==> src/rtl/drop_board_ctrl.sv <==
`default_nettype none
// ============================================================================
// Module  : drop_board_ctrl
// Purpose : Column-drop board controller with cursor, per-column heights,
//           turn alternation and a valid/ready handshake to a move engine.
// Rev     : 1.0  initial release
// ============================================================================
module drop_board_ctrl #(
  parameter int COLS = 7,
  parameter int ROWS = 6,
  parameter bit WRAP = 1'b0,
  localparam int CW = $clog2(COLS),
  localparam int HW = $clog2(ROWS + 1),
  localparam int RW = $clog2(ROWS),
  localparam int NW = $clog2(COLS * ROWS + 1)
) (
  input  logic                     clk,
  input  logic                     rst,
  input  logic                     left,
  input  logic                     right,
  input  logic                     middle,
  input  logic                     ai_en,
  input  logic                     term,
  input  logic                     ai_valid,
  input  logic [CW-1:0]            ai_col,
  output logic                     ai_ready,
  output logic [2*COLS*ROWS-1:0]   board,
  output logic [COLS*HW-1:0]       heights,
  output logic [CW-1:0]            cursor,
  output logic                     player,
  output logic                     last_valid,
  output logic [RW-1:0]            last_row,
  output logic [CW-1:0]            last_col,
  output logic                     rejected,
  output logic                     full
);

  localparam logic [CW-1:0] C_LAST  = CW'(COLS - 1);
  localparam logic [HW-1:0] C_ROWS  = HW'(ROWS);
  localparam logic [NW-1:0] C_CELLS = NW'(COLS * ROWS);

  typedef enum logic [1:0] {
    S_HUMAN = 2'd0,
    S_AI    = 2'd1,
    S_LOCK  = 2'd2
  } state_t;

  state_t          r_state, w_state_nxt;
  logic            r_left_q, r_right_q, r_mid_q;
  logic [HW-1:0]   r_heights [COLS];
  logic [1:0]      r_cell [ROWS][COLS];
  logic [NW-1:0]   r_count;
  logic [CW-1:0]   r_cursor, w_cursor_nxt;
  logic            r_player, r_last_valid, r_rejected;
  logic [RW-1:0]   r_last_row;
  logic [CW-1:0]   r_last_col;

  logic            w_left_edge, w_right_edge, w_mid_edge;
  logic            w_commit, w_reject, w_set_p2, w_room;
  logic [CW-1:0]   w_col;
  logic [HW-1:0]   w_col_h;

  assign w_left_edge  = left   & ~r_left_q;
  assign w_right_edge = right  & ~r_right_q;
  assign w_mid_edge   = middle & ~r_mid_q;

  assign full     = (r_count == C_CELLS);
  assign ai_ready = (r_state == S_AI) && !term && !full;
  assign w_col    = (r_state == S_AI) ? ai_col : r_cursor;
  assign w_room   = (w_col_h < C_ROWS);

  // A column index beyond the board reads as full, so it is rejected like a full column.
  always_comb begin
    w_col_h = C_ROWS;
    for (int c = 0; c < COLS; c++) begin
      if (w_col == CW'(c)) w_col_h = r_heights[c];
    end
  end

  always_ff @(posedge clk or negedge rst) begin
    if (!rst) r_state <= S_HUMAN;
    else      r_state <= w_state_nxt;
  end

  always_comb begin
    w_state_nxt  = r_state;
    w_commit     = 1'b0;
    w_reject     = 1'b0;
    w_set_p2     = 1'b0;
    w_cursor_nxt = r_cursor;
    case (r_state)
      S_HUMAN: begin
        if (term || full) begin
          w_state_nxt = S_LOCK;
        end else if (w_mid_edge) begin
          if (w_room) begin
            w_commit = 1'b1;
            if (!r_player && ai_en) w_state_nxt = S_AI;
          end else begin
            w_reject = 1'b1;
          end
        end else if (w_left_edge && !w_right_edge) begin
          if (r_cursor != '0) w_cursor_nxt = r_cursor - CW'(1);
          else if (WRAP)      w_cursor_nxt = C_LAST;
        end else if (w_right_edge && !w_left_edge) begin
          if (r_cursor != C_LAST) w_cursor_nxt = r_cursor + CW'(1);
          else if (WRAP)          w_cursor_nxt = '0;
        end
      end
      S_AI: begin
        if (term || full) begin
          w_state_nxt = S_LOCK;
        end else if (ai_valid) begin
          if (w_room) begin
            w_commit    = 1'b1;
            w_state_nxt = S_HUMAN;
          end else begin
            w_reject = 1'b1;
          end
        end else if (!ai_en) begin
          w_state_nxt = S_HUMAN;
          w_set_p2    = 1'b1;
        end
      end
      S_LOCK: begin
        if (!full && !term) w_state_nxt = (r_player && ai_en) ? S_AI : S_HUMAN;
      end
      default: w_state_nxt = S_HUMAN;
    endcase
  end

  always_ff @(posedge clk or negedge rst) begin
    if (!rst) begin
      r_left_q     <= 1'b0;
      r_right_q    <= 1'b0;
      r_mid_q      <= 1'b0;
      r_cursor     <= '0;
      r_player     <= 1'b0;
      r_count      <= '0;
      r_last_valid <= 1'b0;
      r_rejected   <= 1'b0;
      r_last_row   <= '0;
      r_last_col   <= '0;
    end else begin
      r_left_q     <= left;
      r_right_q    <= right;
      r_mid_q      <= middle;
      r_cursor     <= w_cursor_nxt;
      r_last_valid <= w_commit;
      r_rejected   <= w_reject;
      if (w_commit) begin
        r_player   <= ~r_player;
        r_count    <= r_count + NW'(1);
        r_last_row <= w_col_h[RW-1:0];
        r_last_col <= w_col;
      end else if (w_set_p2) begin
        r_player <= 1'b1;
      end
    end
  end

  for (genvar c = 0; c < COLS; c++) begin : g_col
    always_ff @(posedge clk or negedge rst) begin
      if (!rst)                             r_heights[c] <= '0;
      else if (w_commit && w_col == CW'(c)) r_heights[c] <= r_heights[c] + HW'(1);
    end
    assign heights[c*HW +: HW] = r_heights[c];

    for (genvar r = 0; r < ROWS; r++) begin : g_row
      always_ff @(posedge clk or negedge rst) begin
        if (!rst)
          r_cell[r][c] <= 2'b00;
        else if (w_commit && w_col == CW'(c) && w_col_h == HW'(r))
          r_cell[r][c] <= r_player ? 2'b10 : 2'b01;
      end
      assign board[2*(r*COLS+c) +: 2] = r_cell[r][c];
    end
  end

  assign cursor     = r_cursor;
  assign player     = r_player;
  assign last_valid = r_last_valid;
  assign last_row   = r_last_row;
  assign last_col   = r_last_col;
  assign rejected   = r_rejected;

endmodule
`default_nettype wire
==> config.mk <==
export PLATFORM = sky130hd
export DESIGN_NAME = drop_board_ctrl
export DESIGN_NICKNAME = d
export VERILOG_FILES = /design/src/rtl/drop_board_ctrl.sv
export SDC_FILE = /design/constraint.sdc
export NUM_CORES = 1
export LEC_CHECK = 0
export BUFFER_PORTS_ARGS = -buffer_cell sky130_fd_sc_hd__buf_4
export CORE_ASPECT_RATIO = 1.25
export CORE_MARGIN = 2
export CORE_UTILIZATION = 61
export CTS_BUF_LIST = sky130_fd_sc_hd__clkbuf_2
export DETAILED_ROUTE_END_ITERATION = 16
export GPL_TIMING_DRIVEN = 1
export HOLD_SLACK_MARGIN = 0.02
export PLACE_DENSITY_LB_ADDON = 0.1
export SKIP_LAST_GASP = 1
export SLEW_MARGIN = 20
export SYNTH_ARGS = -nofsm -noshare
export SYNTH_HDL_FRONTEND = slang
export SYNTH_SLANG_ARGS = --single-unit
==> constraint.sdc <==
create_clock -name clk -period 4.15 [get_ports clk]
set_input_delay 0.83 -clock clk [delete_from_list [all_inputs] [get_ports clk]]
set_output_delay 0.83 -clock clk [all_outputs]
set_load 0.05 [all_outputs]
==> results.md <==
* RSZ-0062 raised after global routing: false
* IO Pins at 130
* GPL Wtd Cong at ~0.90
* Clock root cell: clkbuf_2
* Status: finished clean
* Setup TNS at 0 ns
* Dpl cells at around 760
* Layout fillers at 680
* Tmin final at 3.57 ns
* Post-synth cell types at 63
* Critical path fanouts, max at 13
* Global route overflow at 0
* CP cell instances: nand2b_2 -> mux2i_1 -> a211oi_2 -> a211oi_4 -> and2_1 -> buf_4 -> nand4_2 -> mux2_1
* Initial core utilization at between 60% and 70%
* Die footprint at between 10000 and 15000 sq um
* Antenna violations before repair at 0
* Setup violators final at 0
* CTS tree: done
* Final Cycle Share at 85.9%
* Delay-heaviest family, CP: simple AND/OR/NAND/NOR gates
* Max-slew violations at 0
* Crit. End Element: flip-flop
* Clk buf depth at 2
* Non-filler cells, final at around 800
* Fin. Hold Viols at 0
* CP Data Required Time at about 4.7 ns
* WP buf/inv at 1
* Synthesized Nets at 542
* Rows at just over 40
* PD cells at a little over 800 nW/um^2
* CP max-delay cell: dfrtp_1
* Area delta synth->final at 19.9%
* Initial DRC Count at 165
* Core area at a little over 10000 sq um
* Remaining DRCs at 0
* Clk_skew at 0.0388 ns
* Sink Count at 128
* Post-CTS Setup Inserts at 0
* Synth Instances at 520
* Hold WC Path Type: primary input to async pin
* Htree depth at 4
* Critical path arrival at just over 4 ns
* Synthesized area per cell at approximately 12 sq um
* LEAKAGE at just over 4 nW
* Inserted Clock Buffers at 17
* Maximum vdd drop at between 0.0004 and 0.0005 V
* Area leader, netlist: dfrtp_1
* Fin util at between 70% and 80%
* First-pass GRT wire length at ~24 mm
* I/O Buffers at 129
* Die W at between 90 and 100 microns
* Worst-path clk slew at ~0.21 ns
* Top area cells in the synthesized netlist: dfrtp_1 51%, mux2_1 9.1%, mux2i_1 7.6%
* Nets at between 600 and 700
* Antenna fix cells at 0
* Clock Latency Late Sink at approximately 0.68 ns
* Total vias in the final route at ~4500
* Max Cap Viol at 0
* Number of global-route vias before repair at around 4700
* Largest net degree at the start of global routing at between 80 and 90
* Syn. warnings at 0
* Placed inst area at 7360 sq um
* Final Power at roughly 6.1 mW
* Crit-path max cell delay at approximately 0.65 ns
* Via/cell ratio at between 5 and 6
* Final ANT Viol Nets at 0
* Chip height at ~120 microns
* Kind of critical path: flip-flop to flip-flop
* Crit start category: flip-flop
* Fmax at roughly 280 MHz
* DR WL/cell at between 15 and 20 microns
* Seq cells post-synth at between 100 and 150
* Hold_buf cts at 0
* PostCTS Resize Cnt at 0
* Netlist Area Pre-Place at 6340 sq um
* Drt first pass iters at 4
* GRT Util Overall at 27.7%
* Hpwl dp at ~11 mm
* Fin area at around 7600 sq um
* DRT Wirelength at ~15 mm
* Share of cells above drive strength 1 at between 30% and 40%
* Sequential share of the synthesized area at ~51%
* Post-synth top area share at 50.6%
* Worst Tran Pin Value at roughly 0.8 ns
* Worst rel slew slack at 46.8%
-- worst register-to-register path, stage by stage (launching register included) --
cell and delay (ns):
dfrtp_1 0.65, nand2b_2 0.40, mux2i_1 0.58, a211oi_2 0.12
a211oi_4 0.44, and2_1 0.45, buf_4 0.33, nand4_2 0.15
mux2_1 0.36
-- cells in the mapped netlist, drive strengths merged --
cell       n
dfrtp    128
inv       54
mux2      54
mux2i     49
nand3     31
a21oi     21
buf       18
clkbuf    14
nor2      14
xnor2     14
o21ai     13
nand4     11
ha        10
nand2     10
and4       8
xor2       8
a211oi     7
and2       5
nor2b      5
nor3       5
and3       4
nand2b     4
a2111oi    3
nor3b      3
o2111ai    3
a211o      2
a221oi     2
a31oi      2
a32oi      2
or2        2
a21o       1
a22oi      1
a31o       1
and3b      1
and4b      1
fa         1
nand4bb    1
nor4b      1
nor4bb     1
o211ai     1
o22ai      1
o31ai      1
o32a       1
or3        1
-- stage by stage --
step,setup WS (ns),hold WS (ns)
floorplan,0.957,0.435
global placement,0.773,0.453
detailed placement,0.660,0.454
CTS,0.594,0.169
global route,0.400,0.140
finish,0.583,0.166
-- flip-flops by register name (all words and copies together), names as in the netlist, 2 cells and up --
name / cells
last_row: 3
board: 84
cursor: 3
r_state: 2
last_col: 3
heights: 21
r_count: 6
-- report_power, final --
part | leakage, nW | switching (mW) | internal (mW)
logic | 2.42 | 2.52 | 0.951
registers | 1.52 | 0.323 | 1.58
clock network | 0.132 | 0.477 | 0.280
total | 4.08 | 3.32 | 2.81
-- cells in the final DEF, fill, tap and decap left out, drive strengths merged, types with 11 or more instances in the layout --
master  netlist  routed
buf          18     139
dfrtp       128     128
inv          54      56
mux2         54      54
mux2i        49      49
nand3        31      31
a21oi        21      21
clkbuf       14      19
xnor2        14      14
nor2         14      14
o21ai        13      13
nand4        11      11
-- final timing paths --
path	from	to	slack (ns)	cells after the start
setup / recovery	r_state[1]	board[71]	0.58	8
hold reg to reg	r_count[5]	r_count[5]	0.49	1
min in group clk	middle	r_mid_q	0.25	1
hold / removal	rst	r_count[1]	0.17	1
max in group asynchronous	rst	board[25]	3.07	2
setup reg to reg	r_state[1]	board[71]	0.58	8
-- kinds of logic (layout without fill, tap and decap cells) --
family | after synthesis | after routing | synth area share, %
compound gates | 62 | 62 | 8.37
xor+xnor | 22 | 22 | 3.04
fa+ha+maj | 11 | 11 | 2.29
buf+inv | 86 | 225 | 6.36
flops | 128 | 128 | 50.6
mux | 103 | 103 | 17.5
simple gates | 108 | 108 | 11.9
-- final cells by class --
cell class,instances,area (sq um),area share [%]
tap,129,161,2.13
inverter,54,203,2.67
clock inverter,13,138,1.81
multi-input combinational,306,2740,36.0
timing repair buffer,139,1060,13.9
sequential,128,3200,42.2
clock buffer,19,95.1,1.25
-- metal layers --
metal  up-vias  global-route usage (%)  routed length [microns]
li1       2074                       -                        -
met1      2292                    34.1                     5840
met3        19                    8.39                      919
met4         0                    8.97                      263
met5         -                       0                        0
met2       135                    46.0                     7820
(Power assumes the default switching activity.)
